<file path="src/rtl/ext_mem_spi_master_if.sv">
// rtl/ext_mem_spi_master_if.sv - start/done handshake bundle between requester and ext_mem_spi_master
// Signals:
//   start, wr_addr[7:0], wr_data[7:0]  requester -> SPI master
//   busy, done, rd_data[7:0]           SPI master -> requester
//   txn_count[15:0]                    SPI master -> requester, only with SPI_TXN_COUNT_EN
// Modports: master = requester side, slave = ext_mem_spi_master side.
interface ext_mem_spi_master_if;
  logic       start;
  logic [7:0] wr_addr;
  logic [7:0] wr_data;
  logic       busy;
  logic       done;
  logic [7:0] rd_data;
`ifdef SPI_TXN_COUNT_EN
  logic [15:0] txn_count;

  modport master (output start, wr_addr, wr_data, input busy, done, rd_data, txn_count);
  modport slave  (input start, wr_addr, wr_data, output busy, done, rd_data, txn_count);
`else
  modport master (output start, wr_addr, wr_data, input busy, done, rd_data);
  modport slave  (input start, wr_addr, wr_data, output busy, done, rd_data);
`endif
endinterface

</file>
<file path="src/rtl/ext_mem_spi_master.sv">
// rtl/ext_mem_spi_master.sv - mode-0 SPI master doing an atomic two-byte swap frame on external memory
// Ports:
//   clk, reset_n         system clock, asynchronous active-low reset
//   bus (slave modport)  start/wr_addr/wr_data in, busy/done/rd_data out
//   CS, SCLK, MOSI       SPI outputs (CS active-low, SCLK idle low, MSB first)
//   MISO                 SPI input, sampled on rising SCLK during the data byte
// Optional: define SPI_TXN_COUNT_EN to add bus.txn_count, a wrapping count of
// completed frames.
module ext_mem_spi_master #(
  parameter int CLK_DIV   = 4,
  parameter int GAP_HALF  = 4,
  parameter int HOLD_HALF = 2
) (
  input  logic                 clk,
  input  logic                 reset_n,
  ext_mem_spi_master_if.slave  bus,
  output logic                 CS,
  output logic                 SCLK,
  output logic                 MOSI,
  input  logic                 MISO
);
  localparam int DW   = $clog2(CLK_DIV);
  localparam int HMAX = (GAP_HALF > 16) ? ((GAP_HALF > HOLD_HALF) ? GAP_HALF : HOLD_HALF)
                                        : ((HOLD_HALF > 16) ? HOLD_HALF : 16);
  localparam int HW   = $clog2(HMAX);

  typedef enum logic [2:0] {
    S_IDLE, S_CS_SETUP, S_SHIFT_ADDR, S_GAP, S_SHIFT_DATA, S_CS_HOLD, S_DONE
  } state_t;

  state_t          state_q, state_d;
  logic [DW-1:0]   div_q, div_d;
  logic [HW-1:0]   half_q, half_d;
  logic [7:0]      tx_q, tx_d;     // MOSI shift register; MOSI is always tx_q[7]
  logic [7:0]      data_q, data_d;
  logic [7:0]      rx_q, rx_d;
  logic [7:0]      rd_q, rd_d;
  logic            cs_q, cs_d;
  logic            sclk_q, sclk_d;
  logic            busy_q, busy_d;
  logic            done_q, done_d;
  logic            tick;
`ifdef SPI_TXN_COUNT_EN
  logic [15:0]     cnt_q, cnt_d;
`endif

  always_comb begin
    tick    = (div_q == DW'(CLK_DIV - 1));
    state_d = state_q;
    div_d   = '0;
    half_d  = half_q;
    tx_d    = tx_q;
    data_d  = data_q;
    rx_d    = rx_q;
    rd_d    = rd_q;
    cs_d    = cs_q;
    sclk_d  = sclk_q;
    busy_d  = busy_q;
    done_d  = 1'b0;
`ifdef SPI_TXN_COUNT_EN
    cnt_d   = cnt_q;
`endif
    // The half-period divider only runs while a frame is in flight.
    if (state_q != S_IDLE && state_q != S_DONE) begin
      div_d = tick ? '0 : div_q + 1'b1;
    end

    case (state_q)
      S_IDLE: begin
        if (bus.start) begin
          tx_d    = bus.wr_addr;
          data_d  = bus.wr_data;
          busy_d  = 1'b1;
          cs_d    = 1'b0;
          half_d  = '0;
          state_d = S_CS_SETUP;
        end
      end
      S_CS_SETUP: begin
        if (tick) begin
          half_d  = '0;
          state_d = S_SHIFT_ADDR;
        end
      end
      S_SHIFT_ADDR, S_SHIFT_DATA: begin
        // Even half-periods end with a rising edge, odd ones with a falling
        // edge, so the first half-period of each byte is SCLK-low setup time.
        if (tick) begin
          half_d = half_q + 1'b1;
          if (!half_q[0]) begin
            sclk_d = 1'b1;
            if (state_q == S_SHIFT_DATA) rx_d = {rx_q[6:0], MISO};
          end else begin
            sclk_d = 1'b0;
            tx_d   = {tx_q[6:0], 1'b0};
            if (half_q == HW'(15)) begin
              half_d = '0;
              if (state_q == S_SHIFT_ADDR) begin
                tx_d    = data_q;
                state_d = S_GAP;
              end else begin
                rd_d    = rx_q;
                cs_d    = 1'b1;
                tx_d    = '0;
                state_d = S_CS_HOLD;
              end
            end
          end
        end
      end
      S_GAP: begin
        if (tick) begin
          half_d = half_q + 1'b1;
          if (half_q == HW'(GAP_HALF - 1)) begin
            half_d  = '0;
            state_d = S_SHIFT_DATA;
          end
        end
      end
      S_CS_HOLD: begin
        if (tick) begin
          half_d = half_q + 1'b1;
          if (half_q == HW'(HOLD_HALF - 1)) begin
            half_d  = '0;
            busy_d  = 1'b0;
            done_d  = 1'b1;
            state_d = S_DONE;
          end
        end
      end
      S_DONE: begin
`ifdef SPI_TXN_COUNT_EN
        cnt_d   = cnt_q + 16'd1;
`endif
        state_d = S_IDLE;
      end
      default: state_d = S_IDLE;
    endcase
  end

  always_ff @(posedge clk or negedge reset_n) begin
    if (!reset_n) begin
      state_q <= S_IDLE;
      div_q   <= '0;
      half_q  <= '0;
      tx_q    <= '0;
      data_q  <= '0;
      rx_q    <= '0;
      rd_q    <= '0;
      cs_q    <= 1'b1;
      sclk_q  <= 1'b0;
      busy_q  <= 1'b0;
      done_q  <= 1'b0;
`ifdef SPI_TXN_COUNT_EN
      cnt_q   <= '0;
`endif
    end else begin
      state_q <= state_d;
      div_q   <= div_d;
      half_q  <= half_d;
      tx_q    <= tx_d;
      data_q  <= data_d;
      rx_q    <= rx_d;
      rd_q    <= rd_d;
      cs_q    <= cs_d;
      sclk_q  <= sclk_d;
      busy_q  <= busy_d;
      done_q  <= done_d;
`ifdef SPI_TXN_COUNT_EN
      cnt_q   <= cnt_d;
`endif
    end
  end

  assign CS          = cs_q;
  assign SCLK        = sclk_q;
  assign MOSI        = tx_q[7];
  assign bus.busy    = busy_q;
  assign bus.done    = done_q;
  assign bus.rd_data = rd_q;
`ifdef SPI_TXN_COUNT_EN
  assign bus.txn_count = cnt_q;
`endif
endmodule

</file>
<file path="src/flat_wrapper.sv">
// flat-port wrapper written by rule: the top's interface ports become plain ports
module ext_mem_spi_master_flat 
#(
  parameter int CLK_DIV   = 4,
  parameter int GAP_HALF  = 4,
  parameter int HOLD_HALF = 2
)
  (clk, reset_n, CS, SCLK, MOSI, MISO, bus_start, bus_wr_addr, bus_wr_data, bus_busy, bus_done, bus_rd_data);
  ext_mem_spi_master_if bus_i ();
  input  logic clk;
  input  logic reset_n;
  output logic CS;
  output logic SCLK;
  output logic MOSI;
  input  logic MISO;
  input wire logic [$bits(bus_i.start)-1:0] bus_start;
  input wire logic [$bits(bus_i.wr_addr)-1:0] bus_wr_addr;
  input wire logic [$bits(bus_i.wr_data)-1:0] bus_wr_data;
  output wire logic [$bits(bus_i.busy)-1:0] bus_busy;
  output wire logic [$bits(bus_i.done)-1:0] bus_done;
  output wire logic [$bits(bus_i.rd_data)-1:0] bus_rd_data;
  assign bus_i.start = bus_start;
  assign bus_i.wr_addr = bus_wr_addr;
  assign bus_i.wr_data = bus_wr_data;
  assign bus_busy = bus_i.busy;
  assign bus_done = bus_i.done;
  assign bus_rd_data = bus_i.rd_data;
  ext_mem_spi_master #(.CLK_DIV(CLK_DIV), .GAP_HALF(GAP_HALF), .HOLD_HALF(HOLD_HALF)) u_core (.clk(clk), .reset_n(reset_n), .bus(bus_i), .CS(CS), .SCLK(SCLK), .MOSI(MOSI), .MISO(MISO));
endmodule
</file>
<file path="config.mk">
export PLATFORM = sky130hd
export DESIGN_NAME = ext_mem_spi_master_flat
export DESIGN_NICKNAME = d
export VERILOG_FILES = /design/src/rtl/ext_mem_spi_master_if.sv /design/src/rtl/ext_mem_spi_master.sv /design/src/flat_wrapper.sv
export SDC_FILE = /design/constraint.sdc
export NUM_CORES = 1
export LEC_CHECK = 0
export CELL_PAD_IN_SITES_DETAIL_PLACEMENT = 1
export CELL_PAD_IN_SITES_GLOBAL_PLACEMENT = 2
export CORE_ASPECT_RATIO = 0.9
export CORE_MARGIN = 2
export CORE_UTILIZATION = 36
export CTS_CLUSTER_DIAMETER = 150
export DETAILED_ROUTE_END_ITERATION = 10
export PLACE_DENSITY_LB_ADDON = 0.05
export SLEW_MARGIN = 15
export SYNTH_ARGS = -nofsm -noshare
export SYNTH_HDL_FRONTEND = slang
export SYNTH_SLANG_ARGS = --single-unit
</file>
<file path="constraint.sdc">
create_clock -name clk -period 2.1 [get_ports clk]
set_input_delay 0.42 -clock clk [delete_from_list [all_inputs] [get_ports clk]]
set_output_delay 0.42 -clock clk [all_outputs]
set_load 0.02 [all_outputs]
</file>
# Yosys cells after proc, flatten, opt, wreduce, memory -nomap -nowiden
# Index checks and enable logic that the tools add are counted.
[totals]
output_inout_bits = 13
reg_bits = 45
[classes]
reduce_logical = 16
bitwise = 2
mux = 43
addsub = 2
n_eq_ne = 20
[ops]
columns = ["operator", "count"]
rows = [
  ["8-bit 2-to-1 mux", 5],
  ["4-bit 2-to-1 mux", 9],
  ["3-bit 2-to-1 mux", 10],
  ["4-bit case mux with 5 select lines", 1],
  ["2-bit by 1-bit inequality test with 1-bit output, second input constant", 8],
  ["8-bit case mux with 2 select lines", 1],
  ["3-bit case mux with 5 select lines", 1],
  ["1-bit 2-to-1 mux", 12],
  ["4-bit AND reduction", 3],
  ["6-bit AND reduction", 2],
  ["9-bit AND reduction", 1],
  ["3-bit by 2-bit equality test with 1-bit output, second input constant", 2],
  ["3-bit equality test, second input constant", 2],
  ["5-bit AND reduction", 1],
  ["5-bit nonzero test", 1],
  ["4-bit by 1-bit adder with 4-bit output, second input constant", 1],
  ["4-bit by 1-bit equality test with 1-bit output, second input constant", 1],
  ["4-bit by 2-bit equality test with 1-bit output, second input constant", 1],
  ["4-bit equality test, second input constant", 1],
  ["2-bit 2-to-1 mux", 2],
  ["2-bit inequality test, second input constant", 2],
  ["1-bit case mux with 2 select lines", 2],
  ["2-bit AND reduction", 2],
  ["2-bit nonzero test", 2],
  ["9 further kinds", 10],
]

# Depth between registers and ports, before layout
# Gate-level depths: netlist (run 1).
[depth]
word_depth = 6
mapped_depth = 7
depth_no_buf = 6

# Least setup slack after synthesis (run 1)
# No wires, ideal clock.
[synth_path]
kind = "register to register"
startpoint = "register u_core.half_q[1]"
endpoint = "register u_core.rd_q[0] (netlist: u_core.bus.rd_data[0])"
required_time_ns = 1.975
path_stages_with_launch = 7
synth_period_minus_slack_ns = 1.865
setup_ns = 0.125
t_arrival_ns = 1.740
setup_slack_ns = 0.235
cell_sequence = "dfrtp_1 > ha_1 > and3_1 > clkbuf_1 > nand2_1 > nor2_2 > mux2_2"
[synth_between]
elab_chain_len = 2
[synth_rtl]
columns = ["item", "line_no", "source"]
rows = [
  ["start, declared", "ext_mem_spi_master.sv:33", "logic [HW-1:0] half_q, half_d;"],
  ["start signal, assigned", "ext_mem_spi_master.sv:160", "half_q <= half_d;"],
  ["4-bit equality test", "ext_mem_spi_master.sv:96", "if (half_q == HW'(15)) begin"],
  ["5-bit AND reduction (no line)", "-", ""],
  ["end signal, assigned", "ext_mem_spi_master.sv:164", "rd_q <= rd_d;"],
  ["end, declared", "ext_mem_spi_master.sv:37", "logic [7:0] rd_q, rd_d;"],
]
# Every way passes these cells.
# A chain may end at the register's enable or synchronous reset.

# Final worst setup path (run 1)
[layout_path]
startpoint = "register u_core.half_q[1]"
endpoint = "register u_core.rd_q[7] (netlist: u_core.bus.rd_data[7])"
# Same word-level chain as after synthesis.

==> impl_metrics.toml, run 1 <==
[outcome]
status = "finished, final reports clean"

[clock_tree]
hold_buffers = 0
cts-root-buf = "clkbuf_8"
cts_sinks = 45
h-tree-depth = 2
tritoncts = "built"
numCtsBuffers = 5
cts_setup_buffers = 0
clk_pin_slew_ns = 0.09
clk_latency_ns = 0.30
cts.path.max_buffers = 2
post_cts_resized = 0

[critical_path]
crit_buf_inv = 0
cp.arrival_ns = 2.13
slowest_stage = "dfrtp_1"
r2r_slack_ns = 0.16
crit_required_ns = 2.29
crit_fanout = 8
endpoint_kind = "flop"
reg2reg_from = "u_core.half_q[1]$_DFFE_PN0P_"
timing.rr.end = "u_core.bus.rd_data[7]$_DFFE_PN0P_"
setup.worst_path.class = "reg2reg"
max_stage_delay_ns = 0.42
cp_cell_sequence = "ha_1, and3_1, nand2_1, nor2_2, mux2_2"
start_kind = "flop"
ff2ff_path_depth = 5
cp_top_family = "simple AND/OR/NAND/NOR gates"

[synthesis]
yosys.area_share.simple = 0.1294
synthXorXnorAreaFrac = 0.008018
post_synth_inst_count = 177
yosys_most_used_dff = "dfrtp_1"
ys_ff_latch = 45
synthTopCellsByCount = "44 x dfrtp_1, 34 x mux2_2, 8 x nor4b_1"
postSynthAreaPerCell_um2 = 12.34
synth-adder-area-share = 0.02291
synth_top_area_cell = "dfrtp_1"
synth.most_common_cell = "dfrtp_1"
synth_mux_area_frac = 0.1798
synth_nets = 201
syn-cell-area_um2 = 2185
synth-edff-count = 0
synth_area_leaders = "dfrtp_1 50%, mux2_2 18%, a221o_1 3.2%"
yosysSeqAreaShare = 0.5160
synth.top_cell.area_share = 0.5040
ys_async_sr_fraction = 1.000
synth_cell_types = 42
synth_warnings = 0
synth_top_family_by_area = "multiplexers"
synth-compound-area-share = 0.1145

[run]
drv_cap = 0

[sta]
max_freq_mhz = 515.6
finalClockSkew_ns = 0.003768
holdWs_ns = 0.08427
rsz0062_at_grt = "false"
slew_viol_final = 0
setup_viol = 0
max_slew_margin = 0.6696
setup-tns-final_ns = 0
worst_pin_slew_ns = 0.4951
hold_violations = 0
period_needed_ns = 1.940
setup_slack_ns = 0.1603
min_period_over_period = 0.9236

[power_and_ir_drop]
p_leak_nw = 1.181
internal_power_w = 0.002223
seqPwrFrac = 0.379
peakVddDrop_mv = 0.4089
switchingPower_w = 0.001247
power.density_nw_per_um2 = 1248
switching_share = 0.3594
p_clk_frac = 0.198
p_comb_frac = 0.423

[placement]
portBuffers = 32
dp_hpwl_um = 3644
gp_congestion = 0.8233
post-place-ws_ns = 0.05505

[drt]
drt-pass1-iter-count = 4
ant_nets = 0
route.detailed.drc = 0
wl_um = 5173
route.vias.total = 1573
via_per_inst = 5.405
wl_per_cell_um = 17.78
drt-initial-drc-count = 67

[finish]
syn_to_final_growth_pct = 27.26
drive_above_1_share = 0.2896
fin_util = 0.4828
final_nets = 244
insertedDiodeCount = 0

[global_routing]
grt_pass1_wl_um = 8742
grt_usage = 0.1662
grt_max_degree = 46
antenna_found_initial = 0
grt_pass1_vias = 1705
gr-total-overflow = 0

[floorplanning]
core.rowCount = 26
die_x_um = 86.12
die-area_um2 = 6708
die_h_um = 77.90
start_util = 0.3794
ios = 33
core-area_um2 = 5758

[worst_hold_path]
hp-class = "in2async"
[registers in the layout, indices dropped and copies added, names as in the netlist]
| register | flops |
|---|---|
| u_core.rx_q | 8 |
| u_core.bus.busy | 1 |
| u_core.bus.done | 1 |
| u_core.SCLK | 1 |
| u_core.state_q | 3 |
| u_core.div_q | 2 |
| u_core.half_q | 4 |
| u_core.bus.rd_data | 8 |
| u_core.tx_q | 8 |
| u_core.CS | 1 |
| u_core.data_q | 8 |
[cells by family after synthesis]
group	count (synthesis)
muxes	35
DFF	45
xor gates and xnor gates	2
adders and majority gates	4
buffers and inverters	16
and+or+nand+nor	42
AOI/OAI and AO/OA	33
[layer usage]
layer / up-vias / wire length (µm) / GRT usage
li1: 746 / - / -
met1: 794 / 2542 / 0.2340
met2: 29 / 2420 / 0.2574
met3: 4 / 190 / 0.03936
met4: 0 / 19 / 0.04127
met5: - / 0 / 0
[power groups by stage]
stage               combinational [W]  sequential, W  clock (W)
floorplan                    0.000964        0.00132          0
global placement              0.00141        0.00132          0
detailed placement            0.00146        0.00133          0
CTS                           0.00147        0.00132   0.000711
global route                  0.00160        0.00135   0.000763
finish                        0.00147        0.00132   0.000688
[worst reg2reg max path: cells and delay by family (launching register included)]
kind | cells | cell delay [ns]
simple gates | 3 | 0.72
flops | 1 | 0.42
mux | 1 | 0.40
fa+ha+maj | 1 | 0.29
[stage by stage]
stage | power [W] | instances | area, µm²
after floorplan | 0.002281 | 177 | 2185
after CTS | 0.003503 | 291 | 2780
after global routing | 0.003717 | 291 | 2780
after detailed placement | 0.002791 | 283 | 2664
final | 0.003470 | 291 | 2780
after global placement | 0.002726 | 283 | 2664
[final cells by class]
class                           instances  area [µm²]
Clock buffer                            5       68.82
Clock inverter                          3       47.55
Fill cell                             612        2978
Inverter                                6       22.52
Multi-Input combinational cell        116       993.5
Sequential cell                        45        1127
Tap cell                               70       87.58
Timing Repair Buffer                   46       432.9
[cells in the final DEF (no fill, tap or decap), drive strengths merged, types with 3 or more instances in the layout]
cell,instances
dfrtp,44
mux2,34
clkdlybuf4s50,31
buf,15
nor4b,9
inv,8
a221o,7
nor2,7
nand2,5
a31oi,5
clkbuf,5
o21ai,5
nand3,4
ha,4
nor3,4
nor2b,3
nand2b,3
nor3b,3
[worst max path at each step]
stage                                            start                                end  slack [ns]  cells after the start
after floorplan           u_core.half_q[1]$_DFFE_PN0P_  u_core.bus.rd_data[0]$_DFFE_PN0P_        0.24                      6
after global placement                       bus_start         u_core.tx_q[7]$_DFFE_PN0P_        0.09                      6
after detailed placement                     bus_start         u_core.tx_q[0]$_DFFE_PN0P_        0.06                      6
after CTS                 u_core.half_q[1]$_DFFE_PN0P_  u_core.bus.rd_data[7]$_DFFE_PN0P_        0.15                      5
after global routing      u_core.half_q[1]$_DFFE_PN0P_  u_core.bus.rd_data[2]$_DFFE_PN0P_       0.008                      5
final                     u_core.half_q[1]$_DFFE_PN0P_  u_core.bus.rd_data[7]$_DFFE_PN0P_        0.16                      5
Note: power is estimated with default switching activity, not from simulation.
==> run 2, diff against run 1 <==
--- a/config.mk
+++ b/config.mk
@@ -13,6 +13,7 @@
 export CTS_CLUSTER_DIAMETER = 150
 export DETAILED_ROUTE_END_ITERATION = 10
 export PLACE_DENSITY_LB_ADDON = 0.05
+export SKIP_CTS_REPAIR_TIMING = 1
 export SLEW_MARGIN = 15
 export SYNTH_ARGS = -nofsm -noshare
 export SYNTH_HDL_FRONTEND = slang
==> constraint.sdc (replaced) <==
create_clock -name clk -period 2.1 [get_ports clk]
set_input_delay 0.42 -clock clk [delete_from_list [all_inputs] [get_ports clk]]
set_output_delay 0.42 -clock clk [all_outputs]
set_load 0.05 [all_outputs]
==> run 2 against run 1 <==
  * First-iteration DRC count down 12%
  * Cell count unchanged
  * Critical path depth unchanged
  * Clock power about the same
  * Worst setup slack worse by 0.0062 ns
  * Design area is essentially flat
  * Combinational power increased by 5%
  * Non-clock buffer count unchanged
  * Critical path type unchanged
  * Largest power group unchanged
==> impl_metrics.toml, run 2 (synthesis results as in run 1) <==
[power_and_ir_drop]
seqPwrFrac = 0.371
power.density_nw_per_um2 = 1277
internal_power_w = 0.002218
p_clk_frac = 0.194
p_comb_frac = 0.435
finalPower_w = 0.003548
switchingPower_w = 0.001330
switching_share = 0.3749
peakVddDrop_mv = 0.4383
p_leak_nw = 1.182

[critical_path]
endpoint_kind = "flop"
max_stage_delay_ns = 0.42
slowest_stage = "nor2_2"
setup.worst_path.class = "reg2reg"
cp_cell_sequence = "ha_1, and3_1, nand2_1, nor2_2, mux2_2"
ff2ff_path_depth = 5
timing.rr.end = "u_core.bus.rd_data[7]$_DFFE_PN0P_"
crit_required_ns = 2.30
r2r_slack_ns = 0.15
cp.arrival_ns = 2.14
crit_fanout = 8
start_kind = "flop"
crit_buf_inv = 0
cp_top_family = "simple AND/OR/NAND/NOR gates"
reg2reg_from = "u_core.half_q[1]$_DFFE_PN0P_"

[finish]
syn_to_final_growth_pct = 27.15
fin_area_um2 = 2778
final_nets = 244
fin_util = 0.4824
final_common_cell = "dfrtp_1"
mostFrequentLayoutCells = "44 x dfrtp_1, 34 x mux2_2, 30 x clkdlybuf4s50_1, 14 x buf_4, 8 x nor4b_1"
drive_above_1_share = 0.2941
fin_cells = 291
insertedDiodeCount = 0

[placement]
dp_hpwl_um = 3674
gp_congestion = 0.8239
dp.cells = 283
portBuffers = 32
postPlaceCellArea_um2 = 2661

[drt]
wl_um = 5142
drt-initial-drc-count = 59
ant_nets = 0
wl_per_cell_um = 17.67
drt-pass1-iter-count = 4
route.vias.total = 1599
route.detailed.drc = 0
via_per_inst = 5.495

[global_routing]
grt_max_degree = 46
antenna_found_initial = 0
grt_pass1_vias = 1720
gr-total-overflow = 0
grt_usage = 0.1705
grt_pass1_wl_um = 8997

[sta]
max_slew_margin = 0.6620
max_freq_mhz = 513.9
setup-tns-final_ns = 0
rsz0062_at_grt = "false"
setup_viol = 0
period_needed_ns = 1.946
hold_violations = 0
worst_pin_slew_ns = 0.5035
finalClockSkew_ns = 0.006904
min_period_over_period = 0.9266
slew_viol_final = 0

[floorplanning]
die-area_um2 = 6708
core-area_um2 = 5758
core.rowCount = 26
die_h_um = 77.90
die_x_um = 86.12
ios = 33
start_util = 0.3794

[clock_tree]
cts-root-buf = "clkbuf_8"
tritoncts = "built"
numCtsBuffers = 5
h-tree-depth = 2
clk_latency_ns = 0.30
clk_pin_slew_ns = 0.09
cts.path.max_buffers = 2
cts_sinks = 45

[outcome]
status = "finished, final reports clean"

[worst_hold_path]
hp-class = "in2async"

[run]
drv_cap = 0
==> run 2: area by class of cell <==
type | instances | area, µm²
fillers | 599 | 2980
well taps | 70 | 87.58
inverters | 6 | 22.52
clock buffers | 5 | 68.82
clock inverters | 3 | 47.55
repair buffers | 46 | 430.4
flip-flops and latches | 45 | 1127
multi-input cells | 116 | 993.5
==> run 2: power by group through the flow <==
stage	clock [W]	combinational [W]	sequential, W
floorplan	0	0.000964	0.00140
global placement	0	0.00149	0.00131
detailed placement	0	0.00154	0.00133
CTS	0.000713	0.00155	0.00131
global route	0.000749	0.00169	0.00136
finish	0.000689	0.00154	0.00132
==> run 2: stage by stage <==
| step | hold WS, ns | worst slack, ns |
|---|---|---|
| after global placement | 0.4156 | 0.09250 |
| after floorplan | 0.1244 | 0.2351 |
| final | 0.08120 | 0.1542 |
| after detailed placement | 0.4201 | -0.03572 |
| after global routing | 0.1003 | 0.04038 |
| after CTS | 0.08846 | 0.1494 |
==> run 2: how the worst max path moves through the flow <==
stage	startpoint	endpoint	slack, ns	cells past startpoint
finish	u_core.half_q[1]$_DFFE_PN0P_	u_core.bus.rd_data[7]$_DFFE_PN0P_	0.15	5
global route	u_core.half_q[1]$_DFFE_PN0P_	u_core.bus.rd_data[0]$_DFFE_PN0P_	0.04	5
CTS	u_core.half_q[1]$_DFFE_PN0P_	u_core.bus.rd_data[7]$_DFFE_PN0P_	0.15	5
detailed placement	bus_start	u_core.tx_q[3]$_DFFE_PN0P_	-0.04	6
global placement	bus_start	u_core.tx_q[7]$_DFFE_PN0P_	0.09	6
floorplan	u_core.half_q[1]$_DFFE_PN0P_	u_core.bus.rd_data[0]$_DFFE_PN0P_	0.24	6
==> run 2: layer usage <==
layer	wire length, µm	track usage
met1	2439	0.2324
met2	2457	0.2713
met3	179	0.03617
met4	65	0.05238
met5	0	0
